$ cat config.mk
export PLATFORM = sky130hd
export DESIGN_NAME = debug_pipeline_controller
export DESIGN_NICKNAME = d
export VERILOG_FILES = /design/src/rtl/debug_pipeline_controller.sv
export SDC_FILE = /design/constraint.sdc
export NUM_CORES = 1
export LEC_CHECK = 0
export CORE_AREA = 2 2 64 66
export CTS_CLUSTER_DIAMETER = 120
export DETAILED_ROUTE_END_ITERATION = 12
export DIE_AREA = 0 0 66 68
export DONT_BUFFER_PORTS = 1
export GPL_ROUTABILITY_DRIVEN = 1
export GPL_TIMING_DRIVEN = 0
export SYNTH_ARGS = -nofsm -noshare
export SYNTH_HDL_FRONTEND = slang
export SYNTH_SLANG_ARGS = --single-unit
$ cat constraint.sdc
create_clock -name i_clk -period 2.8 [get_ports i_clk]
set_input_delay 0.56 -clock i_clk [delete_from_list [all_inputs] [get_ports i_clk]]
set_output_delay 0.56 -clock i_clk [all_outputs]
set_load 0.01 [all_outputs]
$ cat src/rtl/debug_pipeline_controller.sv
// Debug-unit sequencer for the five-stage MIPS pipeline: free-run, single-step,
// or freeze and stream the register bank word by word to the UART transmitter.
module debug_pipeline_controller #(
  parameter int len                  = 32,
  parameter int cantidad_registros   = 32,
  parameter int NB_address_registros = $clog2(cantidad_registros)
) (
  input  logic                            i_clk,
  input  logic                            i_rst,
  input  logic                            i_cmd_valid,
  input  logic [1:0]                      i_cmd,
  output logic                            o_cmd_ready,
  input  logic                            i_halt_detected,
  output logic                            o_pipe_enable,
  output logic                            o_halted,
  output logic                            o_dbg_reg_sel,
  output logic [NB_address_registros-1:0] o_dbg_reg_addr,
  input  logic [len-1:0]                  i_reg_data,
  output logic [len-1:0]                  o_tx_data,
  output logic                            o_tx_valid,
  input  logic                            i_tx_ready
);

  localparam logic [2:0] IDLE      = 3'd0;
  localparam logic [2:0] RUN       = 3'd1;
  localparam logic [2:0] STEP      = 3'd2;
  localparam logic [2:0] DUMP_ADDR = 3'd3;
  localparam logic [2:0] DUMP_SEND = 3'd4;

  localparam logic [1:0] CMD_RUN  = 2'b00;
  localparam logic [1:0] CMD_STEP = 2'b01;
  localparam logic [1:0] CMD_DUMP = 2'b10;
  localparam logic [1:0] CMD_HALT = 2'b11;

  localparam logic [NB_address_registros-1:0] LAST_ADDR =
    NB_address_registros'(cantidad_registros - 1);

  logic [2:0]                      state_reg, state_next;
  logic [NB_address_registros-1:0] addr_reg, addr_next;
  logic                            pipe_en_reg;
  logic                            halted_reg;
  logic                            sel_reg;
  logic                            tx_valid_reg;
  logic [len-1:0]                  tx_data_reg;
  logic                            cmd_accept;
  logic                            tx_fire;

  assign o_cmd_ready = (state_reg == IDLE) || (state_reg == RUN);
  assign cmd_accept  = i_cmd_valid && o_cmd_ready;
  assign tx_fire     = tx_valid_reg && i_tx_ready;

  always_comb begin
    state_next = state_reg;
    addr_next  = addr_reg;
    case (state_reg)
      IDLE: begin
        if (cmd_accept) begin
          case (i_cmd)
            CMD_RUN:  if (!halted_reg) state_next = RUN;
            CMD_STEP: if (!halted_reg) state_next = STEP;
            CMD_DUMP: begin
              state_next = DUMP_ADDR;
              addr_next  = '0;
            end
            default:  state_next = IDLE;
          endcase
        end
      end
      RUN: begin
        // Other commands are swallowed here so the receiver never stalls.
        if (i_halt_detected || (cmd_accept && i_cmd == CMD_HALT))
          state_next = IDLE;
      end
      STEP:      state_next = IDLE;
      DUMP_ADDR: state_next = DUMP_SEND;
      DUMP_SEND: begin
        if (tx_fire) begin
          if (addr_reg == LAST_ADDR) begin
            state_next = IDLE;
            addr_next  = '0;
          end else begin
            state_next = DUMP_ADDR;
            addr_next  = addr_reg + 1'b1;
          end
        end
      end
      default:   state_next = IDLE;
    endcase
  end

  // Outputs are registered from the next state so they line up with it.
  always_ff @(posedge i_clk) begin
    if (!i_rst) begin
      state_reg    <= IDLE;
      addr_reg     <= '0;
      pipe_en_reg  <= 1'b0;
      halted_reg   <= 1'b0;
      sel_reg      <= 1'b0;
      tx_valid_reg <= 1'b0;
      tx_data_reg  <= '0;
    end else begin
      state_reg    <= state_next;
      addr_reg     <= addr_next;
      pipe_en_reg  <= (state_next == RUN) || (state_next == STEP);
      sel_reg      <= (state_next == DUMP_ADDR) || (state_next == DUMP_SEND);
      tx_valid_reg <= (state_next == DUMP_SEND);
      if (state_reg == DUMP_ADDR)
        tx_data_reg <= i_reg_data;
      if (i_halt_detected && pipe_en_reg)
        halted_reg <= 1'b1;
    end
  end

  assign o_pipe_enable  = pipe_en_reg;
  assign o_halted       = halted_reg;
  assign o_dbg_reg_sel  = sel_reg;
  assign o_dbg_reg_addr = addr_reg;
  assign o_tx_valid     = tx_valid_reg;
  assign o_tx_data      = tx_data_reg;

endmodule

=== Word-level counts from Yosys, hierarchy flattened ===
Cells that the tools add are included.

* Add/subtract/negate cells: 1
* Equal/unequal tests: 14
* Muxes and demuxes: 13
* Reductions and logical operators: 12

{| class="wikitable"
|+ Operators with widths
! kind !! number
|-
| $mux W5 || 4
|-
| $mux W3 || 5
|-
| $pmux W3 S4 || 1
|-
| $pmux W5 S2 || 1
|-
| $eq A3 B2 Y1 const B || 3
|-
| $pmux W3 S3 || 1
|-
| $eq A3 B1 Y1 const B || 2
|-
| $eq A3 B3 Y1 const B || 2
|-
| $add A5 B1 Y5 const B || 1
|-
| $eq A5 B5 Y1 const B || 1
|-
| $eq A2 B2 Y1 const B || 2
|-
| $logic_and A1 B1 Y1 || 4
|-
| $logic_or A1 B1 Y1 || 4
|-
| $ne A2 B2 Y1 const B || 2
|-
| $reduce_and A4 Y1 || 1
|-
| $logic_not A3 Y1 || 1
|-
| $eq A2 B1 Y1 const B || 1
|-
| $logic_not A2 Y1 || 1
|-
| $mux W2 || 1
|-
| $ne A2 B1 Y1 const B || 1
|-
| $reduce_bool A2 Y1 || 1
|}

* Register bits: 44
* Bits of input ports: 39
* Output and inout port bits: 42
* Word-level logic and storage cells: 47

=== Longest topological paths before layout ===
* Word-level depth: 9
* Gate-level depth with buffers: 7
* Depth with buffers taken out: 7

=== Worst setup path before layout ===
No wires, ideal clock.

* Path type: reg2reg
* Start point: register addr_reg[0] (netlist: o_dbg_reg_addr[0])
* End point: register addr_reg[3] (netlist: o_dbg_reg_addr[3])
* Setup time: 93 ps
* Arrival time: 1512 ps
* Required time: 2707 ps
* Slack: 1194 ps
* Cell stages (with the launch flop): 8
* Path buffers: 0
* Period minus slack after synthesis: 1606 ps
* Cells stage by stage: dfxtp_1 -> ha_1 -> and3_1 -> ha_1 -> or2b_1 -> nor3_1 -> nand4_1 -> o311ai_2

* Word-level cells in the longest chain between the ends: 4
* Elaborated cells between the ends (all ways): 5
* Classes of those cells: add/sub: 1; eq/ne: 1; mux: 3

{| class="wikitable"
|+ Ends and longest elaborated chain
! item !! line !! RTL
|-
| start: declaration || 39 || <nowiki>logic [NB_address_registros-1:0] addr_reg, addr_next;</nowiki>
|-
| start signal: assignment || 103 || <nowiki>addr_reg <= addr_next;</nowiki>
|-
| $add A5 B1 Y5 or $eq A5 B5 Y1 (tied branches) || 83, 78 ||
|-
| $mux W5 * || 78 || <nowiki>if (addr_reg == LAST_ADDR) begin</nowiki>
|-
| $mux W5 * || 77 || <nowiki>if (tx_fire) begin</nowiki>
|-
| $pmux W5 S2 * || 55 || <nowiki>case (state_reg)</nowiki>
|}

Every way passes the cells marked *; elsewhere a longest branch is shown, timed or not. The select of a mux whose other input is x is not followed.
A chain may end at the register's enable or synchronous reset.

=== Worst setup path in the final report ===
Ends and elaborated chain as after synthesis.

==> reports/qor.yml <==
grt_start_max_net_pins: 14
synth_cells: 208
dieWidth_um: 66
p_per_area_nw_per_um2: 558
finalSetupViolations: 0
maxSlewHeadroom_pct: 72.2
min_from: "i_reg_data[10]"
hold_viol: 0
via_count: 1448
synth_top_cell_by_area: "dfxtp_1"
reg2reg_slack_ns: 1.05
slew_violations: 0
clk_latency_ns: 0.29
drive_above_1_share_pct: 9.72
clock-sinks: 44
yosysUniqueCellTypes: 33
layout.nets: 256
ys_top_cells_by_count: "70 x nand2_1, 44 x dfxtp_1, 33 x a21boi_0"
cts_tree: "built"
p_leak_nw: 0.648
synth_area_um2: 1800
whs_ns: 0.411
synth_top_cell_area_share_pct: 48.9
worst_slack_ns: 1.05
synth-seq-area-share_pct: 48.9
register_area_um2: 881
cts_hold_buf: 0
holdPathStages: 2
clkPwrFrac_pct: 36.8
power.internal_mw: 0.854
grt_pass1_wl_mm: 6.12
synth_area_leaders: "dfxtp_1 49%, nand2_1 15%, a21boi_0 14%"
drt_iter0_drc: 50
syn_avg_cell_area_um2: 8.66
wl_mm: 3.87
cts_resized: 0
min_to: "o_tx_data[10]$_SDFFE_PN0N_"
dp_hpwl_mm: 2.95
grtUsageTotal_pct: 17.9
period_share_pct: 62.5
largest_register_ffs: 32
cap_violations: 0
die_area_um2: 4490
fin_crit_ns: 1.75
wl_per_cell_um: 14.5
syn_to_final_growth_pct: 8.69
first_global_vias: 1371
post_cts_buffers: 0
cpPeakStageDelay_ns: 0.38
max_freq_mhz: 571
route.detailed.drc: 0
rows: 23
min_path_type: "in2reg"
ant_nets: 0
antenna_found_initial: 0
avgViaCountPerCell: 5.44
cp_num_buf_inv: 0
setup-tns-final_ns: 0
seq_power_share_pct: 58.9
ir_drop_mv: 0.226
combPwrFrac_pct: 4.3
synth.net_count: 249
dp_slack_ns: 1.07
synth_seq_cells: 44
dr.pass1.iters: 4
p_switching_mw: 0.237
cpMaxStageDelayCell: "dfxtp_1"
core_area_um2: 3860
status: "finished clean"
cts_root_buf: "clkbuf_8"
tightest_slew_ns: 0.417
synth_edf_count: 0
crit_type: "reg2reg"
r2r-start: "o_dbg_reg_addr[0]$_SDFFE_PN0P_"
clkTransAtPathRegs_ns: 0.08
ctsLongestPathBuffers: 2
postLayoutCoreUtil_pct: 50.7
worstPathArrival_ns: 1.95
path_cells: "ha_1 -> and3_1 -> ha_1 -> or2b_1 -> nor3_1 -> nand4_1 -> o311ai_2"
worstPathRequired_ns: 3.00
final_design_area_no_fill_um2: 1960
synth_most_common_cell: "nand2_1"
numCtsBuffers: 5
path_max_fanout: 5
rsz0062_at_grt: "false"
end_kind: "flop"
gp_congestion: 0.693
num_io_pins: 81
die_h_um: 68
switching_share_pct: 21.7
power.total_mw: 1.09
n_fill_cell: 366
portBuffers: 0
clock_skew_ns: 0.00865
async_reset_ff_share_pct: 0
dp_cells: 258
placed_area_um2: 1860
multi_input_area_um2: 857
yosys_warnings: 0
fin_cells: 266
synthFlopType: "dfxtp_1"
overflow: 0
start_util_pct: 46.7
cp-start-kind: "flop"
r2r-end: "o_dbg_reg_addr[3]$_SDFFE_PN0P_"
htree_levels: 2
crit_family: "simple AND/OR/NAND/NOR gates"
reg2reg_depth: 7
antennaDiodeCount: 0
crit_top_cell: "ha_1"
logic make-up after synthesis:
logic type	synth area share [%]
compound gates	20.2
xor+xnor	0.487
fa+ha+maj	1.39
buf+inv	3.47
flops	48.9
simple gates	25.6
final cells by class:
class	count	share of cell area, %
flip-flops and latches	44	45.0
multi-input cells	151	43.8
clock buffers	7	4.41
plain buffers	13	3.20
well taps	50	3.20
clock inverters	1	0.384
layout by cell type (no fill, tap or decap), types with 2 or more instances in the layout:
cell	count
nand2_1	70
a21oi_1	3
nor2b_1	3
dfxtp_1	44
a31oi_1	3
clkbuf_8	6
nand3_1	3
clkbuf_1	8
nor3_1	4
a21boi_0	33
ha_1	2
o21ai_0	4
buf_2	5
nor2_1	5
a32o_1	2
nand2b_1	2
worst reg2reg max path: stages (launching register included):
cell and delay [ns]:
dfxtp_1 0.38, ha_1 0.25, and3_1 0.19, ha_1 0.22, or2b_1 0.24, nor3_1 0.15
nand4_1 0.13, o311ai_2 0.10
layer usage:
metal  GRT usage [%]  wire (um)
met3            6.91        395
met5               0          0
met2            31.3       1850
met1            18.8       1570
met4            8.93         48
power by group through the flow:
stage	logic (mW)	registers [mW]	clock network, mW
floorplan	0.0382	0.655	0
global placement	0.0458	0.657	0
detailed placement	0.0475	0.658	0
CTS	0.0475	0.643	0.418
global route	0.0534	0.644	0.441
finish	0.0470	0.643	0.401
how the worst max path moves through the flow:
stage,cells past startpoint,from,end
after floorplan,7,o_dbg_reg_addr[0]$_SDFFE_PN0P_,o_dbg_reg_addr[3]$_SDFFE_PN0P_
after global routing,7,o_dbg_reg_addr[0]$_SDFFE_PN0P_,o_dbg_reg_addr[3]$_SDFFE_PN0P_
after global placement,7,o_dbg_reg_addr[0]$_SDFFE_PN0P_,o_dbg_reg_addr[3]$_SDFFE_PN0P_
after CTS,7,o_dbg_reg_addr[0]$_SDFFE_PN0P_,o_dbg_reg_addr[3]$_SDFFE_PN0P_
final,7,o_dbg_reg_addr[0]$_SDFFE_PN0P_,o_dbg_reg_addr[3]$_SDFFE_PN0P_
after detailed placement,7,o_dbg_reg_addr[0]$_SDFFE_PN0P_,o_dbg_reg_addr[3]$_SDFFE_PN0P_
Note: power is estimated with default switching activity, not from simulation.
